**config.mk**
```make
export PLATFORM = sky130hd
export DESIGN_NAME = instr_issue
export DESIGN_NICKNAME = d
export VERILOG_FILES = /design/src/rtl/proc_pkg.sv /design/src/rtl/instr_fifo.sv /design/src/rtl/instr_issue.sv
export SDC_FILE = /design/constraint.sdc
export NUM_CORES = 1
export LEC_CHECK = 0
export CAP_MARGIN = 40
export CORE_AREA = 4 4 180 182
export CTS_BUF_LIST = sky130_fd_sc_hd__clkbuf_8
export DETAILED_ROUTE_END_ITERATION = 8
export DIE_AREA = 0 0 184 186
export MAX_ROUTING_LAYER = met4
export PLACE_DENSITY_LB_ADDON = 0.2
export SKIP_LAST_GASP = 1
export SYNTH_ARGS = -nofsm -noshare
export SYNTH_HDL_FRONTEND = slang
export SYNTH_SLANG_ARGS = --single-unit
```
**constraint.sdc**
```tcl
create_clock -name clk -period 11.9 [get_ports clk]
set_input_delay 2.38 -clock clk [delete_from_list [all_inputs] [get_ports clk]]
set_output_delay 2.38 -clock clk [all_outputs]
set_load 0.1 [all_outputs]
```
**src/rtl/proc_pkg.sv**
```systemverilog
// proc_pkg: opcode constants, instruction field ranges and issue FSM states shared by the issue block.
package proc_pkg;
    localparam int OPC_HI = 31;
    localparam int OPC_LO = 24;
    localparam int DST_HI = 23;
    localparam int DST_LO = 16;
    localparam int OP1_HI = 15;
    localparam int OP1_LO = 8;
    localparam int OP2_HI = 7;
    localparam int OP2_LO = 0;
    localparam logic [7:0] OP_AND  = 8'd0;
    localparam logic [7:0] OP_ADD  = 8'd1;
    localparam logic [7:0] OP_DISP = 8'd2;
    localparam logic [7:0] OP_RSV  = 8'd3;
    typedef enum logic [2:0] {ST_IDLE, ST_ISSUE, ST_WAIT, ST_CAPTURE, ST_FINISH} state_t;
    function automatic logic is_legal(input logic [7:0] op);
        return op <= OP_RSV;
    endfunction
endpackage

```
**src/rtl/instr_fifo.sv**
```systemverilog
// instr_fifo: DEPTH x W instruction queue with wrapping pointers and an occupancy counter.
module instr_fifo #(
    parameter int DEPTH = 8,
    parameter int W     = 32
) (
    input  logic                       clk,
    input  logic                       rst,
    input  logic                       i_push,
    input  logic                       i_pop,
    input  logic [W-1:0]               i_data,
    output logic [W-1:0]               o_data,
    output logic                       o_full,
    output logic                       o_empty,
    output logic [$clog2(DEPTH):0]     o_count
);
    localparam int AW = $clog2(DEPTH);
    logic [W-1:0] r_mem [DEPTH];
    logic [AW-1:0] r_wp, r_rp;
    logic [AW:0] r_cnt;
    logic w_push, w_pop;
    assign o_full  = r_cnt == (AW+1)'(DEPTH);
    assign o_empty = r_cnt == '0;
    assign o_count = r_cnt;
    assign o_data  = r_mem[r_rp];
    assign w_push  = i_push && !o_full;
    assign w_pop   = i_pop && !o_empty;
    always_ff @(posedge clk) begin
        if (rst) begin
            r_wp  <= '0;
            r_rp  <= '0;
            r_cnt <= '0;
        end else begin
            if (w_push) begin
                r_mem[r_wp] <= i_data;
                r_wp        <= r_wp + 1'b1;
            end
            if (w_pop) r_rp <= r_rp + 1'b1;
            r_cnt <= r_cnt + (AW+1)'(w_push) - (AW+1)'(w_pop);
        end
    end
endmodule

```
**src/rtl/instr_issue.sv**
```systemverilog
// instr_issue: queues instructions, issues them one at a time to a fixed-latency proc and captures results.
module instr_issue
    import proc_pkg::*;
#(
    parameter int DEPTH   = 8,
    parameter int RES_LAT = 1
) (
    input  logic        clk,
    input  logic        rst,
    input  logic        load_en,
    input  logic [31:0] load_instr,
    output logic        load_full,
    input  logic        start,
    output logic        busy,
    output logic        done,
    output logic [31:0] instr,
    output logic        instr_valid,
    input  logic [8:0]  res_in,
    output logic [8:0]  res_out,
    output logic [7:0]  res_tag,
    output logic        res_valid,
    output logic        err,
    output logic [7:0]  issued_count
);
    localparam int OW = $clog2(DEPTH) + 1;
    state_t r_state, w_next;
    logic [2:0] r_wcnt;
    logic [31:0] r_instr;
    logic r_instr_valid, r_err;
    logic [8:0] r_res_out;
    logic [7:0] r_res_tag, r_count;
    logic [31:0] w_head;
    logic [OW-1:0] w_occ;
    logic w_full, w_empty, w_legal, w_issue, w_capture, w_more;

    instr_fifo #(.DEPTH(DEPTH), .W(32)) u_fifo (
        .clk     (clk),
        .rst     (rst),
        .i_push  (load_en && !load_full),
        .i_pop   (w_issue),
        .i_data  (load_instr),
        .o_data  (w_head),
        .o_full  (w_full),
        .o_empty (w_empty),
        .o_count (w_occ)
    );

    assign w_issue   = r_state == ST_ISSUE;
    assign w_capture = r_state == ST_CAPTURE;
    assign w_legal   = is_legal(w_head[OPC_HI:OPC_LO]);
    // occupancy still counts the head being popped this cycle
    assign w_more    = w_occ > OW'(1);

    always_comb begin
        w_next = r_state;
        case (r_state)
            ST_IDLE:    w_next = start ? (w_empty ? ST_FINISH : ST_ISSUE) : ST_IDLE;
            ST_ISSUE:   w_next = w_legal ? ST_WAIT : (w_more ? ST_ISSUE : ST_FINISH);
            ST_WAIT:    w_next = (r_wcnt == 3'(RES_LAT - 1)) ? ST_CAPTURE : ST_WAIT;
            ST_CAPTURE: w_next = w_empty ? ST_FINISH : ST_ISSUE;
            ST_FINISH:  w_next = ST_IDLE;
            default:    w_next = ST_IDLE;
        endcase
    end

    always_ff @(posedge clk) begin
        if (rst) begin
            r_state       <= ST_IDLE;
            r_wcnt        <= '0;
            r_instr       <= '0;
            r_instr_valid <= 1'b0;
            r_err         <= 1'b0;
            r_res_out     <= '0;
            r_res_tag     <= '0;
            r_count       <= '0;
        end else begin
            r_state       <= w_next;
            r_wcnt        <= (r_state == ST_WAIT) ? r_wcnt + 3'd1 : 3'd0;
            r_instr_valid <= w_issue && w_legal;
            r_err         <= w_issue && !w_legal;
            if (w_issue && w_legal) r_instr <= w_head;
            if (r_state == ST_IDLE && start) r_count <= '0;
            if (w_capture) begin
                r_res_out <= res_in;
                r_res_tag <= r_instr[DST_HI:DST_LO];
                r_count   <= r_count + 8'd1;
            end
        end
    end

    // the result is presented in the cycle it arrives and then held
    assign res_valid    = w_capture;
    assign res_out      = w_capture ? res_in : r_res_out;
    assign res_tag      = w_capture ? r_instr[DST_HI:DST_LO] : r_res_tag;
    assign instr        = r_instr;
    assign instr_valid  = r_instr_valid;
    assign err          = r_err;
    assign busy         = r_state != ST_IDLE;
    assign done         = r_state == ST_FINISH;
    assign load_full    = w_full || busy;
    assign issued_count = r_count;
endmodule

```
==> metrics.csv, run 1 <==
stage,metric,value,unit
timing,fmax,163,MHz
yosys,avgSynthCellArea,17.2,um^2
pwr,p_per_area,165,nW/um^2
yosys,yosysWarnings,0,
timing,slew_viol_final,0,
placed_design,portBuffers,107,
clock_network,clock-sinks,334,
pwr,irDropWorstVdd,0.112,mV
critical_path,worstSetupEndpointType,output port,
clock_network,clockBufferDepth,3,
yosys,synth_largest_area_cell,edfxtp_1,
pwr,power_switching,0.000721,W
timing,period_share,51.7,%
placed_design,post-dp-hpwl,15900,um
timing,min_period,6.15,ns
clock_network,cts-buffers-inserted,54,
die,ios,108,
cells_and_area,multiInputGateArea,3280,um^2
drt,post-route-drc-count,0,
timing,rsz0062_at_grt,false,
yosys,synth_top_area_share,60.4,%
timing,tightestPinTransition,0.803,ns
timing,tns,0,ns
clock_network,cts_setup_buffers,0,
global_routing,grt_util_met1,21.0,%
drt,totalWireLength,27400,um
global_routing,met2_usage,28.0,%
clock_network,clock-root-buffer,clkbuf_8,
placed_design,place.gp.congestion,0.720,
drt,vias_per_cell,5.18,
die,core,30600,um^2
yosys,synth_ff_type,edfxtp_1,
clock_network,clk_latency,0.59,ns
global_routing,grt_pass1_vias,7486,
critical_path,criticalPathCategory,primary input to output port,
drt,detailroute.via_count,7167,
cells_and_area,final.fill_count,2403,
critical_path,cp.required,9.52,ns
critical_path,path_cells,"clkdlybuf4s50_1, nand2_1, nand2_1, clkdlybuf4s50_1, buf_8",
run_status,outcome,"complete, no violations",
cells_and_area,drive_above_1_share,24.2,%
cells_and_area,layout.cells.non_filler,1384,
pwr,swShare,26.4,%
die,die_w,184,um
critical_path,critPathBufInv,3,
critical_path,critPathArrivalTime,3.77,ns
global_routing,grtUsageTotal,16.6,%
critical_path,rr_worst_depth,6,
yosys,ys_seq_elements,334,
cells_and_area,final_util,54.1,%
cells_and_area,nNetsFinal,998,
timing,finClkSkew,0.0297,ns
drt,drt_first_pass_iters,5,
die,chipHeight,186,um
drt,drt_iter0_markers,384,
global_routing,grt_util_met3,2.99,%
pwr,seqPwrFrac,49.4,%
flow_run,cap_violations,0,
critical_path,cp.depth,5,
placed_design,place_inst,1281,
timing,relSlewSlack,46.4,%
yosys,syn_inst,739,
die,die_area,34200,um^2
yosys,yosysSeqAreaShare,72.6,%
min_path,holdPathStages,1,
timing,hold_viol,0,
yosys,async_reset_ff_share,0,%
global_routing,busiest_layer,met2,
clock_network,cts_resized,0,
critical_path,worstSetupStartpointType,primary input,
global_routing,grt_pass1_wl,42600,um
global_routing,grt_max_degree,54,
cells_and_area,area_delta_synth_final,30.0,%
die,start_util,41.6,%
yosys,synth_nets,796,
die,rows,64,
pwr,p_leak,5.55,nW
critical_path,crit_path_top_delay_cell,clkdlybuf4s50_1,
yosys,synth_area_leaders,"edfxtp_1 (60%), dfxtp_1 (12%), mux4_2 (11%), mux2i_1 (2.4%), nand2_1 (1.9%)",
clock_network,hold_buffers,0,
pwr,p_clk_share,34.9,%
drt,ant_nets,0,
critical_path,critical_path.max_stage_delay,0.55,ns
drt,routedWlPerCell,19.8,um
yosys,netlist_area,12700,um^2
yosys,synth_edf_count,256,
clock_network,cts.clk_slew.worst_paths,0.06,ns
clock_network,htreeDepth,2,
yosys,synth_cell_type_count,43,
pwr,p_int,0.00201,W
clock_network,cts_tree,yes,
global_routing,grt_overflow_total,0,
pwr,combPwrFrac,15.6,%
critical_path,crit_family,buffers and inverters,
timing,setup_viol,0,
critical_path,critical_path_peak_fanout,2,
global_routing,grt_antenna_before_repair,1,
min_path,hp-class,register to register,
cells_and_area,seqCellArea,9260,um^2
## synth_stat cells (9+ instances only)
master and number:
dfxtp_1 78, edfxtp_1 256, and3_1 11, inv_1 13, nor3_1 12, buf_2 14, a211oi_2 9, a211oi_1 18
mux2i_1 31, clkbuf_1 17, nor2_1 32, a21oi_1 9, and2_1 18, nand2_1 63, mux4_2 60, ha_1 11
a31oi_1 29
## power by group through the flow
stage | clock (W) | sequential (W) | combinational, W
floorplan | 0 | 0.00137 | 0.000297
global placement | 0 | 0.00138 | 0.000405
detailed placement | 0 | 0.00138 | 0.000432
CTS | 0.000984 | 0.00135 | 0.000432
global route | 0.00104 | 0.00136 | 0.000463
finish | 0.000955 | 0.00135 | 0.000427
## worst register-to-register path: stages, from the launching register on
cell and delay (ns):
dfxtp_4 0.76, buf_4 0.67, a21boi_1 0.21, a21oi_2 0.62
buf_4 0.37, nand3_1 0.25, and3_1 0.30
## per-stage QoR
stage	hold slack (ns)	instance area (um^2)	worst slack, ns	power (W)
floorplan	0.417	12700	6.35	0.00166
global placement	0.430	14300	5.40	0.00178
detailed placement	0.438	15500	5.73	0.00181
CTS	0.452	16600	5.73	0.00277
global route	0.475	16600	5.71	0.00286
finish	0.445	16600	5.75	0.00273
## final timing paths
kind	start	end	slack, ns
max reg2reg	register	instr[31]$_SDFFE_PP0P_	8.60
min	r_wcnt[0]$_SDFF_PP0_	r_wcnt[0]$_SDFF_PP0_	0.44
min reg2reg	r_wcnt[0]$_SDFF_PP0_	r_wcnt[0]$_SDFF_PP0_	0.44
max	res_in[2]	res_out[2]	5.75
## area by class of cell
| cell class | count | share of cell area (%) |
|---|---|---|
| Sequential cell | 334 | 55.9 |
| Multi-Input combinational cell | 350 | 19.8 |
| Timing Repair Buffer | 188 | 14.5 |
| Clock buffer | 61 | 5.07 |
| Tap cell | 396 | 2.99 |
| Clock inverter | 41 | 1.43 |
| Inverter | 13 | 0.295 |
| Antenna cell | 1 | 0.0151 |
## flip-flops by register name (all words and copies together) (netlist names), named ones only
register        cells
u_fifo.o_count      4
issued_count        8
u_fifo.r_wp         3
r_res_out           9
u_fifo.r_mem      256
err                 1
r_state             3
r_res_tag           8
r_wcnt              3
instr              32
u_fifo.r_rp         3
instr_valid         1
## layer usage
metal / wire (um) / up-vias
met3: 1400 / 42
li1: - / 3304
met5: 0 / -
met4: 439 / 0
met1: 11700 / 3626
met2: 13800 / 195
## layout by cell type (no fill, tap or decap), types with 7 or more instances in the layout
| cell | instances |
|---|---|
| nand2_1 | 63 |
| buf_8 | 46 |
| a31oi_1 | 29 |
| nor2_1 | 28 |
| buf_16 | 19 |
| nand3_1 | 7 |
| and3_1 | 11 |
| inv_1 | 28 |
| a21oi_1 | 8 |
| ha_1 | 11 |
| and2_1 | 18 |
| edfxtp_1 | 256 |
| nor3_1 | 8 |
| a211oi_1 | 18 |
| clkbuf_8 | 61 |
| dfxtp_1 | 75 |
| mux2i_1 | 31 |
| buf_4 | 16 |
| mux4_2 | 60 |
| clkdlybuf4s50_1 | 106 |
| a211oi_2 | 9 |
| clkinv_1 | 16 |
## logic make-up after synthesis
family | share of synthesized area (%)
AO/OA/AOI/OAI | 4.47
multiplexers | 13.2
buffers and inverters | 2.05
AND/OR/NAND/NOR | 5.91
XOR/XNOR | 0.481
adder cells (fa/ha/maj) | 1.24
flip-flops | 72.6
(Power assumes the default switching activity.)
==> run 2, diff against run 1 <==
==> constraint.sdc (replaced) <==
create_clock -name clk -period 6.2 [get_ports clk]
set_input_delay 1.24 -clock clk [delete_from_list [all_inputs] [get_ports clk]]
set_output_delay 1.24 -clock clk [all_outputs]
set_load 0.1 [all_outputs]
==> run 2 against run 1 <==
Net effect:
- global-route usage decreased by 0.32 points
- register-to-register slack lost 5.7 ns
- largest power group unchanged
- routed wire length decreased by 1.3%
- critical path type is now register to output port
- total power up 92%
- combinational power grew 93%
- sequential share of layout area rose by 0.20 points
- first-iteration DRC count is 7.0% lower
- cell area decreased by 0.36%
- critical path depth increased by 1
- critical endpoint is now res_out[8]
==> metrics.csv, run 2 (synthesis gave the netlist of run 1 again) <==
stage,metric,value,unit,change
run_status,outcome,"complete, no violations",,unchanged
drt,totalWireLength,27000,um,was 27400 um
timing,finClkSkew,0.0127,ns,was 0.0297 ns
clock_network,cts_resized,0,,unchanged
die,die_area,34200,um^2,unchanged
timing,setup_viol,0,,unchanged
die,ios,108,,unchanged
global_routing,grt_pass1_wl,41900,um,was 42600 um
critical_path,rrSetupSlack,2.92,ns,was 8.60 ns
clock_network,clock-sinks,334,,unchanged
drt,drt_first_pass_iters,4,,was 5
cells_and_area,area_delta_synth_final,29.5,%,was 30.0%
timing,hold_viol,0,,unchanged
cells_and_area,drive_above_1_share,23.9,%,was 24.2%
global_routing,grt_antenna_before_repair,2,,was 1
cells_and_area,nNetsFinal,999,,was 998
placed_design,place_area,15400,um^2,was 15500 um^2
cells_and_area,final.fill_count,2446,,was 2403
global_routing,grt_overflow_total,0,,unchanged
min_path,worstHoldStart,r_wcnt[0]$_SDFF_PP0_,,unchanged
clock_network,cts_setup_buffers,0,,unchanged
critical_path,critPathBufInv,3,,unchanged
global_routing,grtUsageTotal,16.3,%,was 16.6%
min_path,holdPathStages,1,,unchanged
clock_network,clk_latency,0.57,ns,was 0.59 ns
drt,routedWlPerCell,19.5,um,was 19.8 um
cells_and_area,largest_register_ffs,256,,unchanged
critical_path,crit_path_top_delay_cell,inv_1,,was clkdlybuf4s50_1
drt,detailroute.via_count,7073,,was 7167
global_routing,grt_pass1_vias,7373,,was 7486
placed_design,place.gp.congestion,0.771,,was 0.720
critical_path,crit_family,buffers and inverters,,unchanged
cells_and_area,multiInputGateArea,3280,um^2,unchanged
die,chipHeight,186,um,unchanged
pwr,irDropWorstVdd,0.237,mV,was 0.112 mV
clock_network,htreeDepth,2,,unchanged
clock_network,cts.clk_slew.worst_paths,0.06,ns,about the same
critical_path,critPathArrivalTime,3.37,ns,was 3.77 ns
critical_path,rr_worst_depth,8,,was 6
min_path,hp-class,register to register,,unchanged
timing,period_share,74.4,%,
pwr,p_leak,5.54,nW,was 5.55 nW
timing,min_period,4.61,ns,
critical_path,criticalPathCategory,register to output port,,was primary input to output port
die,die_w,184,um,unchanged
critical_path,worstSetupEndpointType,output port,,unchanged
critical_path,critical_path_peak_fanout,24,,was 2
timing,relSlewSlack,45.4,%,was 46.4%
clock_network,clock-root-buffer,clkbuf_8,,unchanged
placed_design,portBuffers,107,,unchanged
critical_path,worstSetupStartpointType,register,,was primary input
cells_and_area,largest_register,u_fifo.r_mem,,unchanged
timing,rsz0062_at_grt,false,,unchanged
cells_and_area,layout_commonest_cell,edfxtp_1,,unchanged
drt,drt_iter0_markers,357,,was 384
clock_network,cts_tree,yes,,unchanged
die,core,30600,um^2,unchanged
timing,tns,0,ns,unchanged
timing,fmax,217,MHz,
min_path,min_to,r_wcnt[0]$_SDFF_PP0_,,unchanged
timing,slew_viol_final,0,,unchanged
clock_network,hold_buffers,0,,unchanged
placed_design,post-dp-hpwl,16000,um,was 15900 um
critical_path,critPathMostFrequentCell,nand2_1,,
clock_network,cts-buffers-inserted,55,,was 54
timing,tightestPinTransition,0.817,ns,was 0.803 ns
critical_path,cp.required,4.96,ns,was 9.52 ns
cells_and_area,seqCellArea,9260,um^2,unchanged
drt,ant_nets,0,,unchanged
global_routing,grt_max_degree,53,,was 54
drt,post-route-drc-count,0,,unchanged
flow_run,cap_violations,0,,unchanged
clock_network,clockBufferDepth,3,,unchanged
drt,vias_per_cell,5.11,,was 5.18
cells_and_area,layout_common_cells,"edfxtp_1 (256), clkdlybuf4s50_1 (106), dfxtp_1 (75)",,unchanged
die,start_util,41.6,%,unchanged
die,rows,64,,unchanged
critical_path,r2r_end,instr[10]$_SDFFE_PP0P_,,was instr[31]$_SDFFE_PP0P_
cells_and_area,final_area,16500,um^2,was 16600 um^2
critical_path,critical_path.max_stage_delay,0.81,ns,was 0.55 ns
pwr,p_per_area,318,nW/um^2,was 165 nW/um^2
critical_path,path_cells,"nand3b_1, inv_1, nand2_1, nand2_1, clkdlybuf4s50_1, buf_8",,"was clkdlybuf4s50_1, nand2_1, nand2_1, clkdlybuf4s50_1, buf_8"
[run 2: changes by cell type in the layout (fill, tap and decap cells not counted), sizes merged]
cell,previous run,this run
clkinv,22,13
diode,1,2
inv,29,36
clkbuf,61,63
[run 2: how the worst max path moves through the flow]
stage,slack (ns),end,startpoint,cells past startpoint
after global placement,1.88,res_out[7],r_state[2]$_SDFF_PP0_,5
after global routing,1.29,res_tag[4],r_state[2]$_SDFF_PP0_,6
after CTS,1.56,res_out[8],r_state[2]$_SDFF_PP0_,6
after floorplan,1.79,u_fifo.r_mem[1][0]$_DFFE_PP_,rst,5
after detailed placement,2.19,res_out[8],r_state[2]$_SDFF_PP0_,6
final,1.59,res_out[8],r_state[2]$_SDFF_PP0_,6
[run 2: where the power goes]
part	switching, W	internal (W)	total [W]
Sequential	0.0000759	0.00252	0.00260
Clock	0.000823	0.00101	0.00183
Combinational	0.000469	0.000355	0.000825
Total	0.00137	0.00388	0.00525
[run 2: layout make-up]
class	instances	share of cell area, %
clock buffer	63	5.26
timing repair buffer	188	14.2
multi-input combinational	350	19.9
clock inverter	39	1.27
sequential	334	56.1
tap	396	3.00
antenna	2	0.0303
inverter	13	0.296
[run 2: per-stage QoR]
stage | utilization, % | hold slack [ns] | instances | setup slack, ns | power [W]
after floorplan | - | 0.417 | 739 | 1.79 | 0.00320
after global placement | 46.6 | 0.439 | 1215 | 1.88 | 0.00342
after detailed placement | 50.4 | 0.452 | 1281 | 2.19 | 0.00348
after CTS | 53.9 | 0.462 | 1383 | 1.56 | 0.00533
after global routing | 53.9 | 0.499 | 1385 | 1.29 | 0.00549
final | 53.9 | 0.462 | 1385 | 1.59 | 0.00525
[run 2: layer usage]
layer | part of all wire (%) | vias up | global-route usage [%]
met5 | 0 | - | -
met4 | 1.4 | 0 | 4.41
met3 | 5.2 | 34 | 2.81
met2 | 49 | 182 | 26.9
met1 | 44 | 3544 | 21.0
li1 | - | 3313 | -
==> run 3, diff against run 2 <==
==> constraint.sdc (replaced) <==
create_clock -name clk -period 4.31 [get_ports clk]
set_input_delay 0.862 -clock clk [delete_from_list [all_inputs] [get_ports clk]]
set_output_delay 0.862 -clock clk [all_outputs]
set_load 0.1 [all_outputs]
==> run 3 against run 2 <==
Net effect:
- clock power up 44%
- global-route usage up 0.21 points
- cell area down 1.9%
- largest power group unchanged
- highest routed layer unchanged
==> metrics.csv, run 3 (synthesis gave the netlist of run 1 again) <==
stage,metric,value,unit,change
min_path,worstHoldStart,r_wcnt[0]$_SDFF_PP0_,,unchanged
timing,setup_viol,0,,unchanged
timing,tightestPinTransition,0.814,ns,was 0.817 ns
die,rows,64,,unchanged
global_routing,grt_pass1_vias,7298,,was 7373
min_path,hp-class,register to register,,unchanged
timing,finClkSkew,0.0236,ns,was 0.0127 ns
global_routing,grt_max_degree,53,,unchanged
placed_design,portBuffers,107,,unchanged
critical_path,crit_family,buffers and inverters,,unchanged
critical_path,rrSetupSlack,1.12,ns,was 2.92 ns
critical_path,worstSetupStartpointType,register,,unchanged
drt,ant_nets,0,,unchanged
critical_path,critical_path_peak_fanout,24,,unchanged
die,die_w,184,um,unchanged
clock_network,clk_latency,0.59,ns,was 0.57 ns
global_routing,grt_pass1_wl,42600,um,was 41900 um
critical_path,r2r_end,instr[12]$_SDFFE_PP0P_,,was instr[10]$_SDFFE_PP0P_
clock_network,clock-root-buffer,clkbuf_8,,unchanged
drt,detailroute.via_count,7011,,was 7073
placed_design,place_ws,0.870,ns,was 2.19 ns
cells_and_area,layout.cells.non_filler,1373,,was 1385
cells_and_area,nNetsFinal,987,,was 999
drt,routedWlPerCell,19.8,um,was 19.5 um
clock_network,cts_setup_buffers,0,,unchanged
flow_run,cap_violations,0,,unchanged
cells_and_area,largest_register,u_fifo.r_mem,,unchanged
critical_path,critPathBufInv,3,,unchanged
global_routing,grt_util_met3,3.26,%,was 2.81%
global_routing,grt_overflow_total,0,,unchanged
cells_and_area,final.fill_count,2462,,was 2446
min_path,holdPathStages,1,,unchanged
clock_network,clockBufferDepth,3,,unchanged
cells_and_area,multiInputGateArea,3280,um^2,unchanged
timing,min_period,3.29,ns,
critical_path,path_cells,"nand3b_1, buf_4, inv_1, nand2_1, nand2_1, buf_4",,"was nand3b_1, inv_1, nand2_1, nand2_1, clkdlybuf4s50_1, buf_8"
die,die_area,34200,um^2,unchanged
cells_and_area,drive_above_1_share,25.4,%,was 23.9%
run_status,outcome,"complete, no violations",,unchanged
cells_and_area,largest_register_ffs,256,,unchanged
clock_network,cts-buffers-inserted,53,,was 55
clock_network,hold_buffers,0,,unchanged
placed_design,place_inst,1271,,was 1281
pwr,p_per_area,467,nW/um^2,was 318 nW/um^2
die,start_util,41.6,%,unchanged
clock_network,htreeDepth,2,,unchanged
pwr,p_leak,5.48,nW,was 5.54 nW
drt,drt_iter0_markers,391,,was 357
drt,drt_first_pass_iters,4,,unchanged
die,chipHeight,186,um,unchanged
pwr,irDropWorstVdd,0.264,mV,was 0.237 mV
min_path,min_to,r_wcnt[0]$_SDFF_PP0_,,unchanged
drt,post-route-drc-count,0,,unchanged
cells_and_area,final_util,52.9,%,was 53.9%
timing,rsz0062_at_grt,false,,unchanged
clock_network,clock-sinks,334,,unchanged
critical_path,critical_path.max_stage_delay,0.57,ns,was 0.81 ns
timing,slew_viol_final,0,,unchanged
cells_and_area,seqCellArea,9260,um^2,unchanged
die,core,30600,um^2,unchanged
global_routing,met2_usage,26.2,%,was 26.9%
global_routing,grt_util_met1,22.0,%,was 21.0%
clock_network,cts_resized,0,,unchanged
critical_path,worstSetupEndpointType,output port,,unchanged
placed_design,post-dp-hpwl,17100,um,was 16000 um
clock_network,cts.clk_slew.worst_paths,0.06,ns,about the same
critical_path,rr_worst_depth,7,,was 8
critical_path,criticalPathCategory,register to output port,,unchanged
timing,fmax,304,MHz,
timing,setup_ws,1.02,ns,was 1.59 ns
global_routing,busiest_layer,met2,,unchanged
global_routing,grtUsageTotal,16.5,%,was 16.3%
global_routing,grt_antenna_before_repair,2,,unchanged
timing,relSlewSlack,45.7,%,was 45.4%
cells_and_area,area_delta_synth_final,27.1,%,was 29.5%
critical_path,critPathArrivalTime,2.43,ns,was 3.37 ns
critical_path,cp.required,3.45,ns,was 4.96 ns
timing,hold_viol,0,,unchanged
timing,hold_ws,0.449,ns,was 0.462 ns
cells_and_area,layout_commonest_cell,edfxtp_1,,unchanged
drt,vias_per_cell,5.11,,about the same
clock_network,cts_tree,yes,,unchanged
timing,period_share,76.3,%,
cells_and_area,layout_common_cells,"edfxtp_1 (256), clkdlybuf4s50_1 (88), dfxtp_1 (75)",,"was edfxtp_1 (256), clkdlybuf4s50_1 (106), dfxtp_1 (75)"
timing,tns,0,ns,unchanged
drt,totalWireLength,27100,um,was 27000 um
placed_design,place.gp.congestion,0.749,,was 0.771
critical_path,crit_path_top_delay_cell,inv_1,,unchanged
die,ios,108,,unchanged
==> run 3: power by group <==
group          internal [W]  total (W)  switching [W]
clock               0.00143    0.00263        0.00120
sequential          0.00363    0.00373       0.000105
combinational      0.000512    0.00119       0.000682
total               0.00557    0.00756        0.00199
==> run 3: worst max-delay path by stage <==
stage                                      from                           end  cells after the start  slack, ns
final                     r_state[2]$_SDFF_PP0_                    res_out[1]                      6       1.02
after global routing      r_state[2]$_SDFF_PP0_                    res_tag[5]                      6       0.73
after CTS                 r_state[2]$_SDFF_PP0_                    res_out[2]                      6       0.91
after detailed placement                load_en  u_fifo.r_mem[6][5]$_DFFE_PP_                      6       0.87
after global placement                  load_en  u_fifo.r_mem[6][5]$_DFFE_PP_                      6       0.94
after floorplan                             rst  u_fifo.r_mem[1][0]$_DFFE_PP_                      5       0.27
==> run 3: layer usage <==
layer  wire (um)  part of all wire (%)
met1       12000                    44
met2       13100                    48
met3        1560                   5.8
met4         410                   1.5
met5           0                     0
==> run 3: final cells by class <==
type                            count  area share [%]
Clock inverter                     35            1.17
Tap cell                          396            3.06
Multi-Input combinational cell    350            20.3
Timing Repair Buffer              178            12.5
Clock buffer                       65            5.53
Antenna cell                        2          0.0309
Inverter                           13           0.302
Sequential cell                   334            57.2
==> run 3: stage by stage <==
step	power, W	area, um^2
6_report	0.00756	16200
5_1_grt	0.00793	16200
4_1_cts	0.00768	16200
3_5_place_dp	0.00501	15100
3_3_place_gp	0.00494	14300
2_1_floorplan	0.00460	12700
